$ cat src/rtl/bp_pkg.sv
// Shared definitions for the fetch branch predictor: 2-bit direction
// counter encodings and the saturating counter update function.
package bp_pkg;

  typedef enum logic [1:0] {
    CTR_SNT = 2'b00,
    CTR_WNT = 2'b01,
    CTR_WT  = 2'b10,
    CTR_ST  = 2'b11
  } bp_ctr_e;

  // Move one step toward taken or not-taken, holding at either end.
  function automatic logic [1:0] sat_update(input logic [1:0] ctr, input logic taken);
    logic [1:0] nxt;
    nxt = ctr;
    if (taken) begin
      if (ctr != CTR_ST) nxt = ctr + 2'd1;
    end else begin
      if (ctr != CTR_SNT) nxt = ctr - 2'd1;
    end
    return nxt;
  endfunction

endpackage

$ cat src/rtl/bp_sat_counter.sv
// Next-state logic for one 2-bit saturating direction counter.
module bp_sat_counter
  import bp_pkg::*;
(
  input  logic [1:0] ctr_i,
  input  logic       taken_i,
  output logic [1:0] ctr_o
);

  // Pure combinational step of the counter.
  always_comb begin
    ctr_o = sat_update(ctr_i, taken_i);
  end

endmodule

$ cat src/rtl/fetch_branch_predictor.sv
// Direct-mapped BTB with 2-bit direction counters for the fetch stage.
// Lookup is combinational on PCF; training happens on the execute-stage
// resolution. Optional build macro BP_STATS_EN adds branch and mispredict
// counters (BrCount, MispCount).
module fetch_branch_predictor
  import bp_pkg::*;
#(
  parameter int ENTRIES = 16,
  parameter int IDX_W   = 4
) (
  input  logic        clk,
  input  logic        rst,
  input  logic [31:0] PCF,
  output logic        PredTakenF,
  output logic [31:0] PredTargetF,
  input  logic        UpdValidE,
  input  logic [31:0] UpdPCE,
  input  logic        UpdTakenE,
  input  logic [31:0] UpdTargetE,
  input  logic [31:0] UpdPCPlus4E,
  input  logic        UpdPredTakenE,
  input  logic [31:0] UpdPredTargetE,
  output logic        RedirectE,
  output logic [31:0] RedirectPCE
`ifdef BP_STATS_EN
  ,
  output logic [31:0] BrCount,
  output logic [31:0] MispCount
`endif
);

  localparam int TAG_W = 32 - IDX_W - 2;

  logic             valid_q  [ENTRIES];
  logic [1:0]       ctr_q    [ENTRIES];
  logic [TAG_W-1:0] tag_q    [ENTRIES];
  logic [31:0]      target_q [ENTRIES];

  logic [IDX_W-1:0] idx_f, idx_e;
  logic [TAG_W-1:0] tag_f, tag_e;
  logic             hit_f, hit_e;
  logic [1:0]       ctr_step;
  logic [1:0]       ctr_d;
  logic             ctr_we_d, alloc_d, tgt_we_d;

  // Low PC bits are always zero for aligned fetch and play no part here.
  logic unused_pc_bits;
  assign unused_pc_bits = ^{PCF[1:0], UpdPCE[1:0]};

  assign idx_f = PCF[IDX_W+1:2];
  assign tag_f = PCF[31:IDX_W+2];
  assign idx_e = UpdPCE[IDX_W+1:2];
  assign tag_e = UpdPCE[31:IDX_W+2];

  // Fetch-side lookup: predict taken only on a tag hit with a taken-leaning counter.
  always_comb begin
    hit_f       = valid_q[idx_f] && (tag_q[idx_f] == tag_f);
    PredTakenF  = hit_f && ctr_q[idx_f][1];
    PredTargetF = PredTakenF ? target_q[idx_f] : 32'd0;
  end

  // Execute-side mispredict detection and corrected fetch PC.
  always_comb begin
    RedirectE   = UpdValidE && ((UpdTakenE != UpdPredTakenE) ||
                                (UpdTakenE && (UpdTargetE != UpdPredTargetE)));
    RedirectPCE = UpdTakenE ? UpdTargetE : UpdPCPlus4E;
  end

  bp_sat_counter u_sat_counter (
    .ctr_i   (ctr_q[idx_e]),
    .taken_i (UpdTakenE),
    .ctr_o   (ctr_step)
  );

  // Decide what the resolving branch does to its entry: train on hit,
  // allocate on a taken miss, otherwise leave the table alone.
  always_comb begin
    hit_e    = valid_q[idx_e] && (tag_q[idx_e] == tag_e);
    ctr_we_d = 1'b0;
    alloc_d  = 1'b0;
    tgt_we_d = 1'b0;
    ctr_d    = ctr_step;
    if (UpdValidE) begin
      if (hit_e) begin
        ctr_we_d = 1'b1;
        tgt_we_d = UpdTakenE;
      end else if (UpdTakenE) begin
        ctr_we_d = 1'b1;
        alloc_d  = 1'b1;
        tgt_we_d = 1'b1;
        ctr_d    = CTR_WT;
      end
    end
  end

  // Table storage; reset only clears valid bits and parks counters at weakly
  // not-taken, tags and targets are left as they were.
  always_ff @(posedge clk or posedge rst) begin
    if (rst) begin
      for (int i = 0; i < ENTRIES; i++) begin
        valid_q[i] <= 1'b0;
        ctr_q[i]   <= CTR_WNT;
      end
    end else begin
      if (ctr_we_d) ctr_q[idx_e] <= ctr_d;
      if (tgt_we_d) target_q[idx_e] <= UpdTargetE;
      if (alloc_d) begin
        valid_q[idx_e] <= 1'b1;
        tag_q[idx_e]   <= tag_e;
      end
    end
  end

`ifdef BP_STATS_EN
  logic [31:0] br_cnt_q, br_cnt_d, misp_cnt_q, misp_cnt_d;

  // Saturating event counters for branches seen and mispredicts.
  always_comb begin
    br_cnt_d   = br_cnt_q;
    misp_cnt_d = misp_cnt_q;
    if (UpdValidE && (br_cnt_q != 32'hFFFF_FFFF)) br_cnt_d = br_cnt_q + 32'd1;
    if (RedirectE && (misp_cnt_q != 32'hFFFF_FFFF)) misp_cnt_d = misp_cnt_q + 32'd1;
  end

  // Statistics registers.
  always_ff @(posedge clk or posedge rst) begin
    if (rst) begin
      br_cnt_q   <= 32'd0;
      misp_cnt_q <= 32'd0;
    end else begin
      br_cnt_q   <= br_cnt_d;
      misp_cnt_q <= misp_cnt_d;
    end
  end

  assign BrCount   = br_cnt_q;
  assign MispCount = misp_cnt_q;
`endif

endmodule
$ cat config.mk
export PLATFORM = sky130hd
export DESIGN_NAME = fetch_branch_predictor
export DESIGN_NICKNAME = d
export VERILOG_FILES = /design/src/rtl/bp_pkg.sv /design/src/rtl/bp_sat_counter.sv /design/src/rtl/fetch_branch_predictor.sv
export SDC_FILE = /design/constraint.sdc
export NUM_CORES = 1
export LEC_CHECK = 0
export CELL_PAD_IN_SITES_DETAIL_PLACEMENT = 1
export CELL_PAD_IN_SITES_GLOBAL_PLACEMENT = 1
export CORE_AREA = 2 2 393 356
export CTS_CLUSTER_SIZE = 12
export DETAILED_ROUTE_END_ITERATION = 10
export DIE_AREA = 0 0 395 358
export GPL_TIMING_DRIVEN = 0
export PLACE_DENSITY_LB_ADDON = 0.2
export SLEW_MARGIN = 20
export SYNTH_ARGS = -nofsm -noshare
export SYNTH_HDL_FRONTEND = slang
export SYNTH_SLANG_ARGS = --single-unit
$ cat constraint.sdc
create_clock -name clk -period 6.5 [get_ports clk]
set_input_delay 1.3 -clock clk [delete_from_list [all_inputs] [get_ports clk]]
set_output_delay 1.3 -clock clk [all_outputs]
set_load 0.01 [all_outputs]
* Word-level counts from Yosys, hierarchy flattened
Memories as Yosys holds them, arrays and structs flattened. Index checks and enable logic that the tools add are counted.
Storage, ports and cells: flip-flop bits (word level) 48, memory bits (writable) 928, word-level logic and storage cells 94, memories kept 2
Memories:
- target_q | words 16, bits a word 32, read ports 1, clocked after memory_dff 0, write ports 1, line fetch_branch_predictor.sv:37 | logic [31:0] target_q [ENTRIES];
- tag_q | words 16, bits a word 26, read ports 2, clocked after memory_dff 0, write ports 1, line fetch_branch_predictor.sv:36 | logic [TAG_W-1:0] tag_q [ENTRIES];
Operators by class: add/subtract/negate cells 2, $lt $le $gt $ge 3, equal/unequal tests 5, mux-type cells 36, bitwise logic cells 3, reduce and logical (&&, ||, !) cells 11
Operators by type and width (count):
- $mux 32 | 2
- $eq 26x26->1 | 2
- $bwmux 32 | 1
- $ne 32x32->1 | 1
- $mux 2 | 11
- $bmux 2 s4 | 2
- $mux 1 | 16
- $or 16x16->16 | 1
- $ge 5x5->1 const B | 2
- $not 4->5 | 2
- $bmux 1 s4 | 2
- $demux 2 s4 | 1
- $logic_and 1x1->1 | 8
- $lt 5x1->1 const B | 1
- $demux 1 s4 | 1
- $add 2x1->2 const B | 1
- $ne 2x2->1 const B | 1
- $reduce_bool 2->1 | 1
- $sub 2x1->2 const B | 1
- $logic_not 1->1 | 1
- $logic_or 1x1->1 | 1
- $ne 1x1->1 | 1

* Logic depth before layout (Yosys ltp)
depth in word-level cells 11, mapped depth 16

* Cells and area by module
Synthesis repeated with hierarchy kept, for this count alone.
Second synthesis, totals: cell total of the unflattened synthesis 2129, area, all modules 42881.1 um2
Modules (own cells, without submodules):
- fetch_branch_predictor | times used 1, cells an instance 2126, area each 42854.9 um2, sequential area each 29087.9 um2
- bp_sat_counter | times used 1, cells an instance 3, area each 26.3 um2, sequential area each 0.0 um2

* Worst setup path before layout
No wires, ideal clock.
path kind in2reg, from in UpdPCE[4], to mem tag_q[7][0] in the netlist's numbering (enable), data arrival time 5.426 ns, data required time 6.058 ns, slack 0.632 ns, cell stages on the path 14, cells stage by stage buf_4 > buf_6 > buf_6 > buf_4 > clkbuf_1 > mux4_2 > mux2i_1 > xnor2_1 > nor3_1 > a31o_2 > nand3_1 > nor3_2 > buf_2 > nor3_1
On the way: word-level cells in the longest chain between the ends 10, elaborated cells on any way between the ends 12, classes of those cells eq/ne: 1; mux: 7; bitwise: 1; reduce/logical: 2; memory: 1
Ends and longest elaborated chain:
- start: declaration | line fetch_branch_predictor.sv:17 | input logic [31:0] UpdPCE,
- parallel branches: the longest is 10 deep, another holds $mem_v2 16x26
- end: declaration | line fetch_branch_predictor.sv:36
Parallel ways; which one is timed is not known. The select of a mux whose other input is x is not followed.

* Final worst setup path
from in PCF[2], to out PredTargetF[2]
On the way: word-level cells in the longest chain between the ends 7, elaborated cells on any way between the ends 13, classes of those cells eq/ne: 1; mux: 7; bitwise: 1; reduce/logical: 2; memory: 2
Ends and longest elaborated chain:
- start: declaration | line fetch_branch_predictor.sv:13 | input logic [31:0] PCF,
- parallel branches: the longest is 6 deep, another holds $mem_v2 16x26
- $mux 32 (*) | line fetch_branch_predictor.sv:59 | PredTargetF = PredTakenF ? target_q[idx_f] : 32'd0;
- end: declaration | line fetch_branch_predictor.sv:15 | output logic [31:0] PredTargetF,
Mark *: on every way between the ends. The select of a mux whose other input is x is not followed.

==> reports/summary.txt <==
Drt first pass iters: 7
Grt ovf: 0
Starting DRT DRC Count: 2271
Slew at the pin closest to its max-slew limit: 1.08 ns
Drt total wl: 152000 um
EDFF count, synth: 928
Total leakage power: 17.7 nW
Number of global-route vias before repair: 27.2k
Via Count: 25.3k
Core area: 137000 um^2
Crit path buffers/inverters: 6
Fillers: 13.3k
Layout cells sized above 1: 0.323
Commonest cells in the netlist: 928 x edfxtp_1, 372 x mux4_2, 98 x mux2i_1
Pwr Density: 258 nW/um^2
Post-Synthesis Cells: 2228
Setup ws final: 0.0302 ns
Port Buffer Count: 216
Remaining DRCs: 0
Num CTS Buffers: 103
Syn avg cell area: 19.6 um^2
Comb power frac: 0.092
CP Max Fanout: 6
Final net count: 2855
Pre-CTS WS: -1.96 ns
Library cells used by synthesis: 81
Slowest cell on crit path: or4_4
Sequential power share: 0.506
Worst-path clk slew: 0.07 ns
Hold WC Path Type: reg2reg
Clock skew: 0.0347 ns
Switching power: 0.00323 W
Detail Route Antenna Nets: 0
Yosys warns: 0
Status: complete, no violations
Minimum clock period: 6.47 ns
Post-Syn Nets: 2393
Async set or reset register ratio after synthesis: 0.0492
CTS root buf: clkbuf_16
Total of max-cap violations: 0
WHS: 0.511 ns
Core Util, Final: 0.391
Seq/Total Area, Yosys: 0.666
Sw Ratio: 0.234
Initial core utilization: 0.319
DR WL/cell: 33.0 um
Data required, critical path: 5.20 ns
Rel. slew slack: 0.277
Power Internal: 0.0106 W
Crit path DAT: 5.17 ns
Placer Congestion: 0.834
Gr usage total: 0.214
Tcrit/Tclk final: 0.995
Critical path cell sequence: buf_8 -> buf_12 -> buf_4 -> mux4_2 -> mux4_2 -> xor2_1 -> nor4_2 -> nand3_1 -> or4_4 -> buf_6 -> buf_12 -> nor2b_2 -> clkdlybuf4s15_2
Vias/cell: 5.50
Register bit count reported by yosys: 976
Synth-to-Final Area Change: 22.6%
Crit path largest cell delay: 0.80 ns
Power Total: 0.0138 W
Most frequent cell after synthesis: edfxtp_1
# IOs: 231
Largest area contributor in the netlist: edfxtp_1
Max Slew Vio Count: 0
Final setup viols: 0
Die H: 358 um
Die width: 395 um
Largest net degree at the start of global routing: 34
Delay-heaviest family, CP: simple AND/OR/NAND/NOR gates
Clock tree from TritonCTS: built
Worst-skew pair later-pin latency: 0.73 ns
RSZ-0062 raised after global routing: no
H-tree levels: 3
Ys flop type: edfxtp_1
Fmax: 155 MHz
VDD IR max: 0.198 mV
Cts hold-fix bufs: 0
CTS sink count: 976
WS Path Type: in2out
First-pass GRT wire length: 214000 um
Std cell rows: 129
Antenna violations before repair: 7
Yosys top cell area share: 0.638
Netlist Area Pre-Place: 43700 um^2
Post-detail-place hpwl: 109000 um
Crit path capture type: output port
Startpoint types: input pin
Die area: 141000 um^2
Final Hold Fails: 0
Synth top area cells: edfxtp_1 64%, mux4_2 19%, mux2i_1 2.2%, dfrtp_1 1.8%, mux2_2 0.98%
Clock buffer depth: 3
Clk network pwr share: 0.401
state kept, by name, indices dropped and copies added (netlist names):
signal    flops
valid_q      16
ctr_q        32
target_q    512
tag_q       416
per-stage QoR:
step           instance area [um^2]  std cells  setup TNS [ns]
6_report                      53500       4602               0
5_1_grt                       53500       4601               0
2_1_floorplan                 43700       2228               0
4_1_cts                       53400       4598         -0.0840
3_5_place_dp                  49900       4401         -230.74
3_3_place_gp                  48100       4278        -2685.88
path summary, 6_finish.rpt:
kind,from,to,slack (ns),cells past startpoint
min,valid_q[2],valid_q[2],0.51,1
min reg2reg,valid_q[2],valid_q[2],0.51,1
min in group asynchronous,rst,ctr_q[19],0.91,2
max,PCF[2],PredTargetF[2],0.03,13
max in group asynchronous,rst,ctr_q[8],4.99,3
max reg2reg,tag_q[14][10],tag_q[11][4],0.94,13
layout by cell type (no fill, tap or decap), types with 17 or more instances in the layout:
cell type	instances
edfxtp_1	928
mux4_2	372
clkdlybuf4s50_1	184
clkbuf_16	106
mux2i_1	98
buf_4	93
clkbuf_1	64
nand2_1	56
buf_6	55
inv_1	51
xor2_1	43
mux2_2	38
xnor2_1	37
nor2_1	33
buf_2	33
nor2b_1	33
dfrtp_1	32
nand3_1	28
buf_16	27
a21oi_1	23
clkbuf_2	21
dlygate4sd2_1	20
buf_12	19
nor3_2	18
clkinv_1	18
and2_1	17
nand4_1	17
o21ai_0	17
timing repair:
action | CTS | global route
setup endpoints to repair | 66 | 22
setup buffers | 13 | 3
resized for setup | 177 | 9
pin swaps | 5 | 4
hold endpoints to repair | 0 | 0
gates cloned | 2 | 0
metal layers:
layer | track usage | up-vias | share of wire
met3 | 0.0398 | 184 | 0.060
met4 | 0.0549 | 10 | 0.023
met2 | 0.366 | 931 | 0.50
met1 | 0.282 | 13897 | 0.42
li1 | - | 10273 | -
met5 | 0 | - | 0.00038
cell families after synthesis:
kind of cell	synth area share
AOI/OAI and AO/OA	0.0379
xor gates and xnor gates	0.0163
adders and majority gates	0.000229
buffers and inverters	0.0235
DFF	0.666
muxes	0.225
and+or+nand+nor	0.0311
area by class of cell:
| cell class | count | area, um^2 | area share |
|---|---|---|---|
| flip-flops and latches | 976 | 29100 | 0.544 |
| multi-input cells | 1054 | 13800 | 0.258 |
| repair buffers | 357 | 3930 | 0.0735 |
| clock buffers | 143 | 2820 | 0.0527 |
| well taps | 1834 | 2290 | 0.0429 |
| plain buffers | 145 | 1110 | 0.0207 |
| clock inverters | 39 | 258 | 0.00482 |
| inverters | 53 | 199 | 0.00372 |
| diodes | 1 | 2.50 | 0.0000468 |
power by group through the flow:
stage               clock network, W  registers, W  logic (W)
finish                       0.00553       0.00698    0.00128
global route                 0.00588       0.00699    0.00134
CTS                          0.00565       0.00698    0.00129
detailed placement                 0       0.00711    0.00126
global placement                   0       0.00711    0.00122
floorplan                          0       0.00710   0.000658
Note: power is estimated with default switching activity, not from simulation.
